## src/rtl/reset_seq_pkg.sv

```systemverilog
// Shared definitions for the reset sequencer: FSM state encoding, default
// parameter values, loss-counter width and a counter-width helper.
package reset_seq_pkg;

    // Sequencer FSM states, encoding fixed so state dumps are readable.
    typedef enum logic [1:0] {
        HOLD    = 2'd0,
        STABLE  = 2'd1,
        RELEASE = 2'd2,
        RUN     = 2'd3
    } seq_state_e;

    // Default build parameters.
    localparam int DEFAULT_STABLE_CYCLES = 1024;
    localparam int DEFAULT_STAGE_GAP     = 16;
    localparam int DEFAULT_NUM_STAGES    = 3;
    localparam int DEFAULT_SYNC_STAGES   = 2;

    // Lock-loss counter width and its saturation value.
    localparam int                    LOSS_CNT_W   = 8;
    localparam logic [LOSS_CNT_W-1:0] LOSS_CNT_MAX = '1;

    // Width of a counter that runs 0..n-1. Never returns 0, so a
    // degenerate count of 1 still gets a legal one-bit register.
    function automatic int cnt_width(input int n);
        return (n > 1) ? $clog2(n) : 1;
    endfunction

endpackage

```

## src/rtl/reset_sequencer_if.sv

```systemverilog
// Status/reset bundle between the clock generator, the reset sequencer and
// the blocks it holds in reset. The sequencer takes the master modport; the
// clock generator / reset consumers see the slave side.
interface reset_sequencer_if #(
    parameter int NUM_STAGES = reset_seq_pkg::DEFAULT_NUM_STAGES
);
    import reset_seq_pkg::*;

    logic                  clkLocked;      // raw DCM lock, asynchronous to clk
    logic [NUM_STAGES-1:0] rstStageN;      // per-stage active-low resets
    logic                  ready;          // every stage released
    logic                  lockLost;       // one-cycle pulse on lock loss
    logic [LOSS_CNT_W-1:0] lockLossCount;  // saturating count of lockLost

    modport master (
        input  clkLocked,
        output rstStageN,
        output ready,
        output lockLost,
        output lockLossCount
    );

    modport slave (
        output clkLocked,
        input  rstStageN,
        input  ready,
        input  lockLost,
        input  lockLossCount
    );

endinterface

```

## src/rtl/lock_sync.sv

```systemverilog
// Multi-flop synchronizer for a slow status level crossing into clk.
// The chain is cleared synchronously by rstN so a reset also forgets any
// stale status; reused for other asynchronous status inputs.
module lock_sync #(
    parameter int STAGES = reset_seq_pkg::DEFAULT_SYNC_STAGES  // >= 2
) (
    input  logic clk,
    input  logic rstN,
    input  logic async_i,
    output logic sync_o
);

    logic [STAGES-1:0] chain_q;

    // Shift the asynchronous level through the flop chain.
    always_ff @(posedge clk) begin
        if (!rstN) begin
            chain_q <= '0;
        end else begin
            chain_q <= {chain_q[STAGES-2:0], async_i};
        end
    end

    assign sync_o = chain_q[STAGES-1];

endmodule

```

## src/rtl/reset_sequencer.sv

```systemverilog
// Power-on / lock-loss reset sequencer.
// Waits for the synchronized DCM lock to stay high for STABLE_CYCLES, then
// releases the active-low reset stages in order, one every STAGE_GAP cycles,
// and raises ready STAGE_GAP cycles after the last one. A lock drop while
// releasing or running is confirmed for one cycle (all sequencing frozen),
// then every stage is re-asserted together and lockLost pulses.
// Optional feature macro: RESET_SEQ_LOSS_COUNT_EN enables lockLossCount;
// without it the count output is tied to zero.
module reset_sequencer
    import reset_seq_pkg::*;
#(
    parameter int STABLE_CYCLES = DEFAULT_STABLE_CYCLES,  // >= 2
    parameter int STAGE_GAP     = DEFAULT_STAGE_GAP,      // >= 1
    parameter int NUM_STAGES    = DEFAULT_NUM_STAGES,     // 1..8
    parameter int SYNC_STAGES   = DEFAULT_SYNC_STAGES     // >= 2
) (
    input  logic               clk,
    input  logic               rstN,
    reset_sequencer_if.master  bus
);

    localparam int STABLE_W = cnt_width(STABLE_CYCLES);
    localparam int GAP_W    = cnt_width(STAGE_GAP);
    localparam int STG_W    = cnt_width(NUM_STAGES);

    localparam logic [STABLE_W-1:0] STABLE_LAST = STABLE_W'(STABLE_CYCLES - 1);
    localparam logic [GAP_W-1:0]    GAP_LAST    = GAP_W'(STAGE_GAP - 1);
    localparam logic [STG_W-1:0]    STG_LAST    = STG_W'(NUM_STAGES - 1);

    logic                  lockSync;
    seq_state_e            state_q;
    logic [STABLE_W-1:0]   stableCnt_q;
    logic [GAP_W-1:0]      gapCnt_q;
    logic [STG_W-1:0]      stg_q;
    logic [NUM_STAGES-1:0] stageN_q;
    logic [NUM_STAGES-1:0] stageShift;
    logic                  ready_q;
    logic                  lockLost_q;
    logic                  lossPend_q;

    // The only sampling point of the asynchronous lock input.
    lock_sync #(
        .STAGES (SYNC_STAGES)
    ) u_lock_sync (
        .clk     (clk),
        .rstN    (rstN),
        .async_i (bus.clkLocked),
        .sync_o  (lockSync)
    );

    // Stages release strictly in order, so releasing the next one is a
    // shift of a 1 into the bottom of the released mask.
    generate
        for (genvar gi = 0; gi < NUM_STAGES; gi++) begin : g_stage_shift
            if (gi == 0) begin : g_first
                assign stageShift[gi] = 1'b1;
            end else begin : g_next
                assign stageShift[gi] = stageN_q[gi-1];
            end
        end
    endgenerate

    // Sequencer FSM with registered outputs. A detected loss sets lossPend_q
    // and freezes the release schedule; the following edge commits the loss.
    always_ff @(posedge clk) begin
        if (!rstN) begin
            state_q     <= HOLD;
            stableCnt_q <= '0;
            gapCnt_q    <= '0;
            stg_q       <= '0;
            stageN_q    <= '0;
            ready_q     <= 1'b0;
            lockLost_q  <= 1'b0;
            lossPend_q  <= 1'b0;
        end else begin
            lockLost_q <= 1'b0;
            if (lossPend_q) begin
                // Commit the loss: everything back to reset at once.
                state_q     <= HOLD;
                stableCnt_q <= '0;
                gapCnt_q    <= '0;
                stg_q       <= '0;
                stageN_q    <= '0;
                ready_q     <= 1'b0;
                lockLost_q  <= 1'b1;
                lossPend_q  <= 1'b0;
            end else begin
                case (state_q)
                    HOLD: begin
                        stableCnt_q <= '0;
                        if (lockSync) begin
                            state_q <= STABLE;
                        end
                    end
                    STABLE: begin
                        if (!lockSync) begin
                            // Lock not yet trusted: quietly start over.
                            state_q     <= HOLD;
                            stableCnt_q <= '0;
                        end else if (stableCnt_q == STABLE_LAST) begin
                            state_q     <= RELEASE;
                            stableCnt_q <= '0;
                            gapCnt_q    <= '0;
                            stg_q       <= '0;
                            stageN_q    <= stageShift;
                        end else begin
                            stableCnt_q <= stableCnt_q + 1'b1;
                        end
                    end
                    RELEASE: begin
                        if (!lockSync) begin
                            // Freezing here is what stops a release that is
                            // due in the same cycle as the drop.
                            lossPend_q <= 1'b1;
                        end else if (gapCnt_q == GAP_LAST) begin
                            gapCnt_q <= '0;
                            if (stg_q == STG_LAST) begin
                                state_q <= RUN;
                                ready_q <= 1'b1;
                            end else begin
                                stg_q    <= stg_q + 1'b1;
                                stageN_q <= stageShift;
                            end
                        end else begin
                            gapCnt_q <= gapCnt_q + 1'b1;
                        end
                    end
                    RUN: begin
                        if (!lockSync) begin
                            lossPend_q <= 1'b1;
                        end
                    end
                    default: begin
                        state_q <= HOLD;
                    end
                endcase
            end
        end
    end

    assign bus.rstStageN = stageN_q;
    assign bus.ready     = ready_q;
    assign bus.lockLost  = lockLost_q;

`ifdef RESET_SEQ_LOSS_COUNT_EN
    logic [LOSS_CNT_W-1:0] lossCnt_q;
    logic [LOSS_CNT_W-1:0] lossCnt_d;

    // Saturating increment, stepping in the same edge lockLost rises.
    always_comb begin
        lossCnt_d = lossCnt_q;
        if (lossPend_q && (lossCnt_q != LOSS_CNT_MAX)) begin
            lossCnt_d = lossCnt_q + 1'b1;
        end
    end

    // Loss counter register.
    always_ff @(posedge clk) begin
        if (!rstN) begin
            lossCnt_q <= '0;
        end else begin
            lossCnt_q <= lossCnt_d;
        end
    end

    assign bus.lockLossCount = lossCnt_q;
`else
    assign bus.lockLossCount = '0;
`endif

endmodule

```

## src/flat_wrapper.sv

```systemverilog
// flat-port wrapper written by rule: the top's interface ports become plain ports
module reset_sequencer_flat import reset_seq_pkg::*;
#(
    parameter int STABLE_CYCLES = DEFAULT_STABLE_CYCLES,         
    parameter int STAGE_GAP     = DEFAULT_STAGE_GAP,             
    parameter int NUM_STAGES    = DEFAULT_NUM_STAGES,            
    parameter int SYNC_STAGES   = DEFAULT_SYNC_STAGES            
)
  (clk, rstN, bus_clkLocked, bus_rstStageN, bus_ready, bus_lockLost, bus_lockLossCount);
  reset_sequencer_if #(.NUM_STAGES(NUM_STAGES)) bus_i ();
  input  logic clk;
  input  logic rstN;
  input wire logic [$bits(bus_i.clkLocked)-1:0] bus_clkLocked;
  output wire logic [$bits(bus_i.rstStageN)-1:0] bus_rstStageN;
  output wire logic [$bits(bus_i.ready)-1:0] bus_ready;
  output wire logic [$bits(bus_i.lockLost)-1:0] bus_lockLost;
  output wire logic [$bits(bus_i.lockLossCount)-1:0] bus_lockLossCount;
  assign bus_i.clkLocked = bus_clkLocked;
  assign bus_rstStageN = bus_i.rstStageN;
  assign bus_ready = bus_i.ready;
  assign bus_lockLost = bus_i.lockLost;
  assign bus_lockLossCount = bus_i.lockLossCount;
  reset_sequencer #(.STABLE_CYCLES(STABLE_CYCLES), .STAGE_GAP(STAGE_GAP), .NUM_STAGES(NUM_STAGES), .SYNC_STAGES(SYNC_STAGES)) u_core (.clk(clk), .rstN(rstN), .bus(bus_i));
endmodule
```

## config.mk

```make
export PLATFORM = sky130hd
export DESIGN_NAME = reset_sequencer_flat
export DESIGN_NICKNAME = d
export VERILOG_FILES = /design/src/rtl/reset_seq_pkg.sv /design/src/rtl/reset_sequencer_if.sv /design/src/rtl/lock_sync.sv /design/src/rtl/reset_sequencer.sv /design/src/flat_wrapper.sv
export SDC_FILE = /design/constraint.sdc
export NUM_CORES = 1
export LEC_CHECK = 0
export ABC_AREA = 1
export CORE_ASPECT_RATIO = 1.5
export CORE_UTILIZATION = 35
export CTS_BUF_LIST = sky130_fd_sc_hd__clkbuf_16
export DETAILED_ROUTE_END_ITERATION = 10
export GPL_TIMING_DRIVEN = 1
export SLEW_MARGIN = 25
export SYNTH_ARGS = -nofsm -noshare
export SYNTH_HDL_FRONTEND = slang
export SYNTH_SLANG_ARGS = --single-unit
export TNS_END_PERCENT = 5
```

## constraint.sdc

```tcl
create_clock -name clk -period 2.01 [get_ports clk]
set_input_delay 0.603 -clock clk [delete_from_list [all_inputs] [get_ports clk]]
set_output_delay 0.603 -clock clk [all_outputs]
set_load 0.1 [all_outputs]
```

### After elaboration in Yosys (flattened, before gate mapping)

Index checks and enable logic that the tools add are counted.

| storage, ports and cells | value |
|---|---|
| memories | 0 |
| output and inout bits | 13 |
| bits in writable memories | 0 |
| bits in latches | 0 |
| logic and storage cells | 68 |
| ROM bits | 0 |
| input bits | 3 |
| bits in registers | 26 |

| cells by class | value |
|---|---|
| div/mod/pow operators | 0 |
| order comparisons | 0 |
| equality and inequality tests | 14 |
| multiplexer cells | 29 |
| $add $sub $neg | 3 |
| reduce and logical (&&, ||, !) cells | 11 |
| bitwise logic cells | 2 |
| shifts and indexed selects | 0 |
| multipliers | 0 |

Operator list:

| cell | count |
|---|---|
| two-way mux 2 bit | 11 |
| two-way mux 10 bit | 2 |
| case mux 10 bit (2 select lines) | 1 |
| two-way mux 4 bit | 4 |
| two-way mux 3 bit | 5 |
| AND reduction 6 bit | 2 |
| adder 10 x 1 -> 10 bit (second input constant) | 1 |
| == test 10 bit (second input constant) | 1 |
| inequality test 2 bit (second input constant) | 4 |
| case mux 4 bit (2 select lines) | 1 |
| AND reduction 4 bit | 2 |
| == test 2 bit (second input constant) | 3 |
| inequality test 2 x 1 -> 1 bit (second input constant) | 3 |
| case mux 2 bit (3 select lines) | 1 |
| case mux 3 bit (2 select lines) | 1 |
| adder 4 x 1 -> 4 bit (second input constant) | 1 |
| == test 4 bit (second input constant) | 1 |
| case mux 2 bit (2 select lines) | 1 |
| nonzero test 2 bit | 2 |
| OR reduction 2 bit | 2 |
| inequality test 3 x 2 -> 1 bit (second input constant) | 1 |
| nonzero test 3 bit | 1 |
| OR reduction 3 bit | 1 |
| adder 2 x 1 -> 2 bit (second input constant) | 1 |
| 4 further kinds | 6 |

### Depth between registers and ports, before layout

Gate-level depths: netlist (run 1).

| logic depth | value |
|---|---|
| depth after elaboration | 5 |
| gate-level depth with buffers | 9 |
| gate-level depth less buffers | 9 |

### Modules after synthesis

A second synthesis (run 1) with hierarchy kept.

| unflattened totals | value |
|---|---|
| cell total of the unflattened synthesis | 212 |
| area, all modules | 1467.7 um^2 |

By module, submodules not included:

| module | cells an instance | sequential area each (um^2) | area an instance (um^2) | instances |
|---|---|---|---|---|
| reset_sequencer | 206 | 480.5 | 1412.6 | 1 |
| lock_sync | 6 | 40.0 | 55.1 | 1 |

### Least setup slack after synthesis (run 1)

OpenSTA, ideal clock, no wires.

| path | value |
|---|---|
| path kind | reg-to-output |
| start | register u_core.stageN_q[0] (netlist: u_core.bus.rstStageN[0]) |
| end | output port bus_rstStageN[0] |
| stages on the path, launching flop included | 1 |
| path buffers | 0 |
| arrival time | 940 ps |
| required time | 1407 ps |
| setup slack | 467 ps |
| path through | dfxtp_1 |

RTL lines:

| element | line | text |
|---|---|---|
| start: declaration | reset_sequencer.sv:35 | `logic [NUM_STAGES-1:0] stageN_q;` |
| start signal: assignment | reset_sequencer.sv:105 | `stageN_q <= stageShift;` |
| start signal: assignment | reset_sequencer.sv:122 | `stageN_q <= stageShift;` |
| end: declaration | flat_wrapper.sv:14 | `output wire logic [$bits(bus_i.rstStageN)-1:0] bus_rstStageN;` |

No word-level cell between the ends.

### Final worst setup path (run 1)

| path | value |
|---|---|
| start | input port rstN |
| end | register u_core.stableCnt_q[6] |

| between the ends | value |
|---|---|
| word-level cells in the longest chain between the ends | 2 |

RTL lines:

| element | line | text |
|---|---|---|
| start: declaration | flat_wrapper.sv:12 | `input logic rstN;` |
| inverter 1 bit (no line) | -- |  |
| OR reduction 2 bit (no line) | -- |  |
| end signal: assignment | reset_sequencer.sv:107 | `stableCnt_q <= stableCnt_q + 1'b1;` |
| end: declaration | reset_sequencer.sv:32 | `logic [STABLE_W-1:0] stableCnt_q;` |

Every way passes these cells.
A chain may end at the register's enable or synchronous reset.

==> summary.txt, run 1 <==
status -> complete, no violations
GRT Overall Usage -> 14.3%
Critical R2R Launch -> u_core.state_q[1]
routed vias/inst -> 4.58
Finish-stage setup viols -> 0
Area growth syn-to-layout -> 15.8%
Finished Layout Cells -> 266
worst hold path depth -> 2
Total Wirelength -> 2.60 mm
Netlist cell types -> 29
share of cells above drive strength 1 -> 9.95%
GPL Wtd Cong -> 0.807
PortBufs -> 7
synth warn -> 0
most common cell in the netlist -> nand2_1
antenna-violating nets left -> 0
Pre-antenna DRT Iters -> 4
hold crit path type -> flip-flop to flip-flop
peak supply drop -> 0.542 mV
Final Core Density -> 42.2%
sw frac -> 40.4%
num rows -> 28
f_max -> 597 MHz
clock skew -> 1.59 ps
Static Leakage -> 0.736 nW
initial core utilization -> 36.4%
Die ar. -> 0.00435 sq mm
Vias -> 1219
antenna violations before repair -> 0
fin worst setup slack -> 334 ps
ys flop type -> dfxtp_1
Yosys reg bits -> 26
pwr/cell area -> 1060 mW/mm^2
cell internal pwr -> 1.04 mW
cell taking the most area after synthesis -> dfxtp_1
Hold Vio Cnt, Final -> 0
first-pass GRT wire length -> 4.66 mm
crit path capture type -> flip-flop
Synth top area share -> 36.4%
drc violations -> 0
R2R depth -> 8
Gates resized, CTS repair -> 0
M3 GR Usage -> 2.08%
synth cell count leaders -> nand2_1, nor2_1, inv_1
worst r2r dst -> u_core.gapCnt_q[1]
root buf cell -> clkbuf_16
# Post-CTS Setup Buffers -> 0
Clk Latency, worst-skew pair -> 260 ps
Ports -> 16
EDFF count, synth -> 0
post-synthesis instance total -> 211
R2R Setup Slk -> 380 ps
Hold Path Origin -> u_core.lossPend_q
post-DR wirelength/cell -> 9.77 um
combinational power share -> 39.7%
Startpoint Class -> input pin
placed instance count -> 262
largest net degree at the start of global routing -> 15
clock power share -> 25.5%
Tcrit/Tclk final -> 83.4%
CTS tree -> built
chip width -> 54.2 um
Clock Sinks -> 26
clock-pin slew on the worst setup and hold paths -> 60 ps
Hold Path End -> u_core.bus.lockLost
RSZ-0062 raised after global routing -> false
Antenna diodes -> 0
Seq/Total Area, Yosys -> 36.4%
async set or reset register ratio after synthesis -> 0%
met1 usage -> 13.7%
Syn Std Cell Area -> 0.00143 sq mm
Core ar. -> 0.00392 sq mm
Hold Buf Count CTS -> 0
GRT overflow -> 0
Final #Nets -> 232
DRT iter0 DRCs -> 19
final-report max-slew violation count -> 0
busiest layer in global routing -> met2
number of global-route vias before repair -> 1217
dpl hpwl -> 2.10 mm
CP Data Required Time -> 2190 ps
placed cell areas -> 0.00158 sq mm
dpl ws -> 28.9 ps
NetSw -> 0.707 mW
Arr. time, crit path -> 1850 ps
Flop pwr share -> 34.8%
setup TNS -> 0 ps
worst-path maximum fanout -> 7
kind of critical path -> input pin to flip-flop
Num CTS Buffers -> 3
met2 Track Usage GR -> 26.8%
minimum period implied by the final worst setup slack -> 1680 ps
Post-Layout Inst Area -> 0.00165 sq mm
clock buffer depth -> 2
htree depth -> 1
ranking of synthesized cells by area -> dfxtp_1, nand2_1, nor2_1
Die Span Y -> 80.3 um
Syn Area/Cell -> 6.77 sq um
Max Cap Viol -> 0
[worst max-delay path: stages]
cell and delay [ps]:
clkdlybuf4s50_1 510, inv_1 50, nor2_1 250, inv_1 210, nor3_1 230
[sequential cells by signal, indices dropped and copies added, names as in the netlist]
name	flops
u_core.bus.rstStageN	3
u_core.state_q	2
u_core.stableCnt_q	10
u_core.lossPend_q	1
u_core.u_lock_sync.chain_q	2
u_core.bus.ready	1
u_core.gapCnt_q	4
u_core.stg_q	2
u_core.bus.lockLost	1
[logic make-up (layout without fill, tap and decap cells)]
family / count (synthesis) / count (layout) / synth area share, %
and+or+nand+nor: 112 / 112 / 33.7
buffers and inverters: 44 / 47 / 13.7
DFF: 26 / 26 / 36.4
AOI/OAI and AO/OA: 20 / 20 / 9.20
adders and majority gates: 7 / 7 / 6.13
other: 1 / 8 / 0.262
xor gates and xnor gates: 1 / 1 / 0.613
[placed cells by master (no fill, tap or decap), drive strengths merged, types with 2 or more instances in the layout]
cell / instances
nand3: 11
nor2: 35
conb: 8
nor3: 6
nand2: 54
a21oi: 10
buf: 6
nand4: 5
o21ai: 5
clkdlybuf4s50: 2
inv: 34
ha: 7
dfxtp: 26
clkinv: 2
clkbuf: 3
[power groups by stage]
stage                     Combinational [mW]  Clock, mW  Sequential, mW
final                                  0.695      0.446           0.610
after global routing                   0.789      0.475           0.617
after CTS                              0.704      0.463           0.611
after detailed placement               0.701          0           0.623
after global placement                 0.699          0           0.622
after floorplan                        0.530          0           0.661
[routing by layer]
| metal | wire (um) | share of wire [%] | up-vias |
|---|---|---|---|
| li1 | - | - | 660 |
| met1 | 1090 | 42 | 545 |
| met2 | 1410 | 54 | 9 |
| met3 | 47 | 1.8 | 5 |
| met4 | 50 | 1.9 | 0 |
| met5 | 0 | 0 | - |
[worst max-delay path by stage]
stage,start,endpoint,slack [ps],cells after the start
floorplan,u_core.bus.rstStageN[0],bus_rstStageN[0],470,0
global placement,rstN,u_core.stableCnt_q[6],100,5
detailed placement,rstN,u_core.stableCnt_q[6],30,5
CTS,rstN,u_core.stableCnt_q[6],300,5
global route,u_core.state_q[1],u_core.stableCnt_q[1],160,8
finish,rstN,u_core.stableCnt_q[6],330,5
[stage by stage]
stage	hold WS (ps)	total power [mW]
final	425	1.75
after global routing	466	1.88
after CTS	430	1.78
after detailed placement	419	1.32
after global placement	411	1.32
after floorplan	390	1.19
[cell type report]
class	instances	area, sq um
Fill cell	438	2270
Multi-Input combinational cell	148	739
Sequential cell	26	520
Inverter	35	131
Timing Repair Buffer	8	128
Clock buffer	3	75.1
Tap cell	45	56.3
Clock inverter	1	3.75
Power figures use the tool's default switching activity.
==> run 2, diff against run 1 <==
==> constraint.sdc (replaced) <==
create_clock -name clk -period 1.6 [get_ports clk]
set_input_delay 0.48 -clock clk [delete_from_list [all_inputs] [get_ports clk]]
set_output_delay 0.48 -clock clk [all_outputs]
set_load 0.1 [all_outputs]
==> run 2 against run 1 <==
  * Cell count grew 3.0%
  * Clock skew grew 2.4 ps
  * Wire length grew 6.2%
  * Critical path type is now flip-flop to flip-flop
  * Setup slack lost 230 ps
  * Flip-flop and latch count is the same
==> summary.txt, run 2 (same netlist as run 1, synthesis figures left out) <==
cell internal pwr -> 1.43 mW (+37%)
NetSw -> 0.943 mW (+33%)
fin worst setup slack -> 108 ps (-226 ps)
kind of critical path -> flip-flop to flip-flop
CTS tree -> built
Biggest register -> u_core.stableCnt_q
worst r2r dst -> u_core.gapCnt_q[1]
setup TNS -> 0 ps (unchanged)
Startpoint Class -> flip-flop
clock skew -> 4.00 ps (+2.41 ps)
CP peak stage delay -> 330 ps (-180 ps)
pwr/cell area -> 1360 mW/mm^2 (+28%)
Max Cap Viol -> 0 (unchanged)
first-pass GRT wire length -> 4.44 mm (-4.6%)
num rows -> 28 (unchanged)
hold crit path type -> flip-flop to flip-flop
initial core utilization -> 36.4% (unchanged)
peak supply drop -> 0.715 mV (+32%)
chip width -> 54.2 um (unchanged)
worst-path maximum fanout -> 5 (-2)
Ports -> 16 (unchanged)
placed cell areas -> 0.00164 sq mm (+4.3%)
GRT overflow -> 0 (unchanged)
clock buffer depth -> 2 (unchanged)
crit-path cells -> inv_1, ha_2, inv_2, a21oi_4, a21boi_4, nand2_1, nand2_1, nor2_1
Core ar. -> 0.00392 sq mm (unchanged)
routed vias/inst -> 4.49 (-2.0%)
Hold Path Origin -> u_core.u_lock_sync.chain_q[0]
dpl hpwl -> 2.10 mm (+0.36%)
Num CTS Buffers -> 3 (unchanged)
final-report max-slew violation count -> 0 (unchanged)
clock-pin slew on the worst setup and hold paths -> 60 ps (about the same)
Worst path most repeated cell -> nand2_1
most frequent cells in the layout -> nand2_1, nor2_1, inv_1, dfxtp_1, buf_4
antenna violations before repair -> 0 (unchanged)
# Post-CTS Setup Buffers -> 0 (unchanged)
share of cells above drive strength 1 -> 15.3% (+5.3 points)
Gates resized, CTS repair -> 0 (unchanged)
R2R depth -> 8 (unchanged)
antenna-violating nets left -> 0 (unchanged)
Clock Sinks -> 26 (unchanged)
Area growth syn-to-layout -> 22.2%
Antenna diodes -> 0 (unchanged)
Post-Layout Inst Area -> 0.00175 sq mm (+5.6%)
GRT Overall Usage -> 14.0% (-0.26 points)
critical path's top delay family -> compound AO/OA/AOI/OAI gates
RSZ-0062 raised after global routing -> true
Die Span Y -> 80.3 um (unchanged)
Tcrit/Tclk final -> 93.2%
status -> complete, no violations
hold_ws -> 419 ps (-5.40 ps)
GPL Wtd Cong -> 0.813 (+0.73%)
CP Data Required Time -> 1760 ps (-430 ps)
Final #Nets -> 241 (+3.9%)
root buf cell -> clkbuf_16
R2R Setup Slk -> 110 ps (-270 ps)
drc violations -> 0 (unchanged)
placed instance count -> 271 (+3.4%)
sw frac -> 39.7% (-0.62 points)
Hold Path End -> u_core.u_lock_sync.chain_q[1]
max FFs per register -> 10 (unchanged)
Hold Buf Count CTS -> 0 (unchanged)
f_max -> 670 MHz
DRT iter0 DRCs -> 14 (-5)
Critical R2R Launch -> u_core.state_q[1]
worst hold path depth -> 2 (unchanged)
minimum period implied by the final worst setup slack -> 1490 ps
Finished Layout Cells -> 274 (+3.0%)
commonest non-fill, non-tap cell in the layout -> nand2_1
Vias -> 1231 (+0.98%)
PortBufs -> 7 (unchanged)
htree depth -> 1 (unchanged)
Arr. time, crit path -> 1650 ps (-200 ps)
Finish-stage setup viols -> 0 (unchanged)
Worst path slowest cell -> dfxtp_1
Critical path buffers and inverters -> 2 (-1)
combinational power share -> 44.5% (+4.8 points)
post-DR wirelength/cell -> 10.1 um (+3.1%)
clock power share -> 23.2% (-2.3 points)
Power Total -> 2.37 mW (+35%)
Total Wirelength -> 2.76 mm (+6.2%)
Flop pwr share -> 32.3% (-2.5 points)
number of global-route vias before repair -> 1099 (-9.7%)
dpl ws -> -94.8 ps (-124 ps)
crit path capture type -> flip-flop
Die ar. -> 0.00435 sq mm (unchanged)
Static Leakage -> 0.783 nW (+6.4%)
Clk Latency, worst-skew pair -> 260 ps (about the same)
Hold Vio Cnt, Final -> 0 (unchanged)
Pre-antenna DRT Iters -> 4 (unchanged)
Final Core Density -> 44.5% (+2.4 points)
largest net degree at the start of global routing -> 14 (-1)
[run 2: worst max-delay path by stage]
| stage | start | end | slack, ps | depth (start not counted) |
|---|---|---|---|---|
| 2_1_floorplan | u_core.state_q[1] | u_core.gapCnt_q[0] | 150 | 8 |
| 3_3_place_gp | rstN | u_core.stableCnt_q[6] | -80 | 5 |
| 3_5_place_dp | rstN | u_core.stableCnt_q[6] | -90 | 5 |
| 4_1_cts | u_core.state_q[1] | u_core.stableCnt_q[1] | 7 | 8 |
| 5_1_grt | u_core.state_q[1] | u_core.gapCnt_q[1] | -50 | 8 |
| 6_report | u_core.state_q[1] | u_core.gapCnt_q[1] | 110 | 8 |
[run 2: layout make-up]
type,instances,area (sq um)
fillers,414,2180
inverters,35,131
flip-flops and latches,26,520
multi-input cells,148,768
clock buffers,3,75.1
well taps,45,56.3
repair buffers,17,195
[run 2: power groups by stage]
stage | clock [mW] | sequential [mW] | combinational, mW
floorplan | 0 | 0.830 | 0.666
global placement | 0 | 0.782 | 1.00
detailed placement | 0 | 0.783 | 1.00
CTS | 0.567 | 0.768 | 1.02
global route | 0.594 | 0.777 | 1.17
finish | 0.551 | 0.768 | 1.06
[run 2: metal layers]
layer	part of all wire (%)	wire length [um]	vias up	global-route usage (%)
li1	-	-	673	-
met5	0	0	-	0
met2	54	1480	13	25.5
met4	2.1	59	0	7.18
met1	42	1170	540	14.9
met3	1.7	48	5	1.70
[run 2: worst register-to-register path, cell delays in order (launching register included)]
cell,delay [ps]
dfxtp_1,330
inv_1,100
ha_2,250
inv_2,70
a21oi_4,230
a21boi_4,260
nand2_1,70
nand2_1,60
nor2_1,30
